File: src/rtl/hazard_scoreboard.sv
// Register hazard scoreboard: per-register busy/countdown entries that stall decode on RAW/WAW hazards.
// Optional macro HAZARD_FWD_EN: results are consumable once forwardable instead of after writeback.
module hazard_scoreboard #(
  parameter int NREGS    = 32,
  parameter int REG_W    = 5,
  parameter int LAT_W    = 3,
  parameter int WB_DELAY = 2
) (
  input  logic              CLK,
  input  logic              nRST,
  input  logic              issue_valid,
  input  logic [REG_W-1:0]  issue_rs,
  input  logic [REG_W-1:0]  issue_rt,
  input  logic [REG_W-1:0]  issue_rd,
  input  logic              issue_wen,
  input  logic [LAT_W-1:0]  issue_lat,
  input  logic              flush,
  input  logic              advance,
  input  logic              done_valid,
  input  logic [REG_W-1:0]  done_reg,
  output logic              stall,
  output logic [NREGS-1:0]  busy,
  output logic [31:0]       stall_cnt
);

  localparam logic [LAT_W-1:0] LAT_MAX = {LAT_W{1'b1}};
  localparam logic [LAT_W-1:0] LAT_SAT = {{(LAT_W-1){1'b1}}, 1'b0};

  logic [NREGS-1:0] r_busy;
  logic [LAT_W-1:0] r_cnt [NREGS];
  logic [31:0]      r_stall_cnt;

  logic [LAT_W-1:0] w_eff_lat;
  logic [LAT_W-1:0] w_done_lat;
  logic             w_raw;
  logic             w_waw;
  logic             w_stall;
  logic             w_accept;
  logic             w_alloc;

`ifdef HAZARD_FWD_EN
  assign w_eff_lat  = issue_lat;
  assign w_done_lat = '0;
`else
  localparam int LAT_MAX_I = (1 << LAT_W) - 1;
  localparam int WB_CLIP   = (WB_DELAY > LAT_MAX_I) ? LAT_MAX_I : WB_DELAY;
  localparam logic [LAT_W-1:0] DONE_LAT =
    (WB_CLIP >= LAT_MAX_I) ? LAT_SAT : LAT_W'(WB_CLIP);

  logic [LAT_W:0] w_lat_sum;
  assign w_lat_sum = {1'b0, issue_lat} + (LAT_W+1)'(WB_CLIP);

  // LAT_MAX stays the variable-latency marker; fixed latencies saturate just below it.
  always_comb begin
    w_eff_lat = w_lat_sum[LAT_W-1:0];
    if (issue_lat == LAT_MAX)
      w_eff_lat = LAT_MAX;
    else if (w_lat_sum >= {1'b0, LAT_MAX})
      w_eff_lat = LAT_SAT;
  end
  assign w_done_lat = DONE_LAT;
`endif

  assign w_raw = ((issue_rs != '0) && r_busy[issue_rs]) ||
                 ((issue_rt != '0) && r_busy[issue_rt]);
  assign w_waw = issue_wen && (issue_rd != '0) && r_busy[issue_rd] &&
                 (r_cnt[issue_rd] > issue_lat);

  assign w_stall  = issue_valid && !flush && (w_raw || w_waw);
  assign w_accept = issue_valid && !flush && !w_stall;
  assign w_alloc  = w_accept && issue_wen && (issue_rd != '0);

  // An entry is busy only while its count is nonzero: it retires on the advance that
  // would take the count to zero, so a latency of N costs a dependent exactly N cycles.
  always_ff @(posedge CLK or negedge nRST) begin
    if (!nRST) begin
      r_busy      <= '0;
      r_stall_cnt <= '0;
      for (int r = 0; r < NREGS; r++)
        r_cnt[r] <= '0;
    end else begin
      if (w_stall && (r_stall_cnt != 32'hFFFF_FFFF))
        r_stall_cnt <= r_stall_cnt + 32'd1;
      for (int r = 1; r < NREGS; r++) begin
        if (w_alloc && (issue_rd == REG_W'(r))) begin
          r_busy[r] <= (w_eff_lat != '0);
          r_cnt[r]  <= w_eff_lat;
        end else if (r_busy[r]) begin
          if (r_cnt[r] == LAT_MAX) begin
            if (done_valid && (done_reg == REG_W'(r))) begin
              r_busy[r] <= (w_done_lat != '0);
              r_cnt[r]  <= w_done_lat;
            end
          end else if (advance) begin
            if (r_cnt[r] <= LAT_W'(1)) begin
              r_busy[r] <= 1'b0;
              r_cnt[r]  <= '0;
            end else begin
              r_cnt[r] <= r_cnt[r] - LAT_W'(1);
            end
          end
        end
      end
    end
  end

  assign stall     = w_stall;
  assign busy      = r_busy;
  assign stall_cnt = r_stall_cnt;

endmodule
File: config.mk
export PLATFORM = sky130hd
export DESIGN_NAME = hazard_scoreboard
export DESIGN_NICKNAME = d
export VERILOG_FILES = /design/src/rtl/hazard_scoreboard.sv
export SDC_FILE = /design/constraint.sdc
export NUM_CORES = 1
export LEC_CHECK = 0
export CORE_ASPECT_RATIO = 0.6
export CORE_MARGIN = 10
export CORE_UTILIZATION = 40
export DETAILED_ROUTE_END_ITERATION = 16
export GPL_TIMING_DRIVEN = 0
export PLACE_DENSITY_LB_ADDON = 0.25
export SYNTH_ARGS = -nofsm -noshare
export SYNTH_HDL_FRONTEND = slang
export SYNTH_SLANG_ARGS = --single-unit
File: constraint.sdc
create_clock -name CLK -period 6.1 [get_ports CLK]
set_input_delay 0.915 -clock CLK [delete_from_list [all_inputs] [get_ports CLK]]
set_output_delay 0.915 -clock CLK [all_outputs]
set_load 0.01 [all_outputs]
==> metrics.md <==
| Metric | Value |
|---|---|
| Status | `finished clean` |
| Main synth FF type | `dfrtp_1` |
| Die area | `38,800 µm²` |
| Core area | `30,300 µm²` |
| DR WL/cell | `23.1 µm` |
| Post-place setup slack | `-0.951 ns` |
| Layout cells sized above 1 | `9.34%` |
| Post-synth ARST share | `100%` |
| Yosys warning count | `4` |
| PD cells | `218 nW/µm²` |
| DR iter-0 viols | `1,597` |
| CP Launch Type | `input port` |
| Critical R2R Launch | `r_cnt[88]` |
| Input/output buffers | `83` |
| TritonCTS clock tree | `yes` |
| Clock buffer depth | `2` |
| Total track usage | `22.1%` |
| Largest net degree at the start of global routing | `83` |
| Crit-path max FO | `19` |
| R2R Setup Slk | `1.68 ns` |
| Tightest Hold Check Type | `in2async` |
| EDFF count, synth | `0` |
| Placed insts | `1,834` |
| Final Non-Filler Cells | `1,865` |
| Chip Height | `157 µm` |
| Drt drc | `0` |
| HPWL after DPL | `32.2 mm` |
| Clock Skew | `0.0176 ns` |
| Max cap viols | `0` |
| Slew Viols, Final | `0` |
| CP Data Required Time | `5.18 ns` |
| FP Rows | `49` |
| Root Buffer | `clkbuf_16` |
| Fin crit share | `98.2%` |
| First-pass GRT wire length | `64.6 mm` |
| H-Tree Depth | `4` |
| Commonest non-fill, non-tap cell in the layout | `nand2_1` |
| Max Freq | `0.167 GHz` |
| Worst-Margin Slew | `1.36 ns` |
| Setup violations, final | `0` |
| Layout overhead on the synthesized area | `15.9%` |
| Leading cell types in the layout, fill and taps excluded | `175 x nand2_1, 156 x dfrtp_1, 149 x mux2i_1` |
| Synth Instances | `1,342` |
| Drt total wl | `43.1 mm` |
| Vias/cell | `5.98` |
| Sequential share of the synthesized area | `31.4%` |
| Worst r2r dst | `busy[3]` |
| TritonCTS Sinks | `156` |
| Final hold viol count | `0` |
| Nets | `1,568` |
| Post-route ant nets | `0` |
| Clock-pin slew on the worst setup and hold paths | `0.06 ns` |
| RSZ-0062 raised after global routing | `false` |
| Pre-antenna DRT Iters | `5` |
| Post-Syn Area | `12,400 µm²` |
| Setup CP Type | `in2out` |
| Final worst slack | `0.111 ns` |
| Library cells used by synthesis | `56` |
| Reg2Reg Depth | `15` |
| Clk Latency, worst-skew pair | `0.46 ns` |
| Slew margin rel. | `9.29%` |
| Avg Cell Area, Syn | `9.27 µm²` |
| WP data arrival | `5.07 ns` |
| Leakage | `5.83 nW` |
| Synth Register Bits | `156` |
| Syn nets | `1,467` |
| Setup crit end kind | `primary output` |
| CTS Buf Count | `17` |
| Max VDD drop | `200 µV` |
| Antenna violations before repair | `1` |
| Initial Util | `41.1%` |
| Total gr overflow | `0` |
| Routability cong. | `0.987` |
| Via Count | `11,100` |
| Vias in the first global route | `10,200` |
| Top-Level Pins | `95` |
| Final min period | `5.99 ns` |
| Die W | `248 µm` |
## worst max path at each step
stage	endpoint	slack [ns]	from
6_report	stall	0.11	issue_rd[0]
4_1_cts	stall	0.05	issue_rd[0]
3_3_place_gp	r_cnt[7]	-3.01	nRST
2_1_floorplan	stall	0.65	issue_rd[0]
3_5_place_dp	stall	-0.95	issue_rd[0]
5_1_grt	stall	0.009	issue_rd[0]
## registers in the layout (all words and copies together), names as in the netlist
register and count:
stall_cnt 32, busy 31, r_cnt 93
## cell type report
type,instances,area (µm²)
clock inverter,12,135
clock buffer,20,447
fill,2864,15900
buffer,60,294
tap,408,510
antenna,1,2.50
sequential,156,3900
multi-input combinational,1041,7950
timing repair buffer,84,863
inverter,83,312
## routing by layer
layer	routed length, µm	global-route usage [%]	part of all wire (%)
met1	20400	33.3	47
met2	16700	28.4	39
met3	5170	7.99	12
met4	804	6.10	1.9
met5	0	0	0
## report_power, final
part           switching, mW  internal, mW
combinational          0.459         0.308
sequential             0.149          1.12
clock                  0.487         0.616
total                   1.09          2.05
## cells in the mapped netlist, types with 14 or more instances
library cell	number	share of area, %
nor2_1	49	1.5
mux2i_1	149	12
a21oi_1	135	5.4
nand2b_1	26	1.3
nand3_1	23	0.93
mux4_2	40	7.2
nand2_1	175	5.3
xnor2_1	30	2.1
inv_1	82	2.5
ha_1	95	9.6
o211ai_1	18	1.1
o31ai_1	28	1.7
dfrtp_1	156	31
o21ai_0	40	1.6
clkbuf_1	32	0.97
nor3_4	20	2.6
a211oi_1	14	0.85
and3_1	18	0.91
nor3_1	70	2.8
## critical path, cell delays in order
cell and delay [ns]:
buf_4 0.16, buf_8 0.24, buf_6 0.26, mux4_2 0.57, mux4_2 0.51, mux2_2 0.28, ha_1 0.29, nor2b_1 0.12
o21ai_0 0.10, a211oi_2 0.26, o2111ai_1 0.23, and4_4 0.31, nor2_2 0.23, clkdlybuf4s50_1 0.58
## cell families after synthesis
group,share of synthesized area [%]
other,0.0302
multiplexers,19.9
XOR/XNOR,2.18
buffers and inverters,4.74
flip-flops,31.4
adder cells (fa/ha/maj),9.56
AND/OR/NAND/NOR,19.3
AO/OA/AOI/OAI,12.9
## timing repair
| action | in CTS | in global routing |
|---|---|---|
| pin swaps | 0 | 0 |
| setup buffers | 0 | 0 |
| setup endpoints to repair | 1 | 1 |
| gates resized for setup | 5 | 7 |
| hold buffers | 0 | 0 |
## per-stage QoR
stage | total power [mW] | hold WS [ns] | utilization (%) | setup TNS (ns) | instance area [µm²]
final | 3.14 | 0.421 | 47.6 | 0 | 14400
after CTS | 3.14 | 0.453 | 47.5 | 0 | 14400
after global placement | 2.01 | 0.478 | 45.5 | -490.25 | 13800
after detailed placement | 2.03 | 0.481 | 45.6 | -24.08 | 13800
after floorplan | 1.75 | 0.519 | - | 0 | 12400
after global routing | 3.30 | 0.462 | 47.6 | 0 | 14400
(Power assumes the default switching activity.)
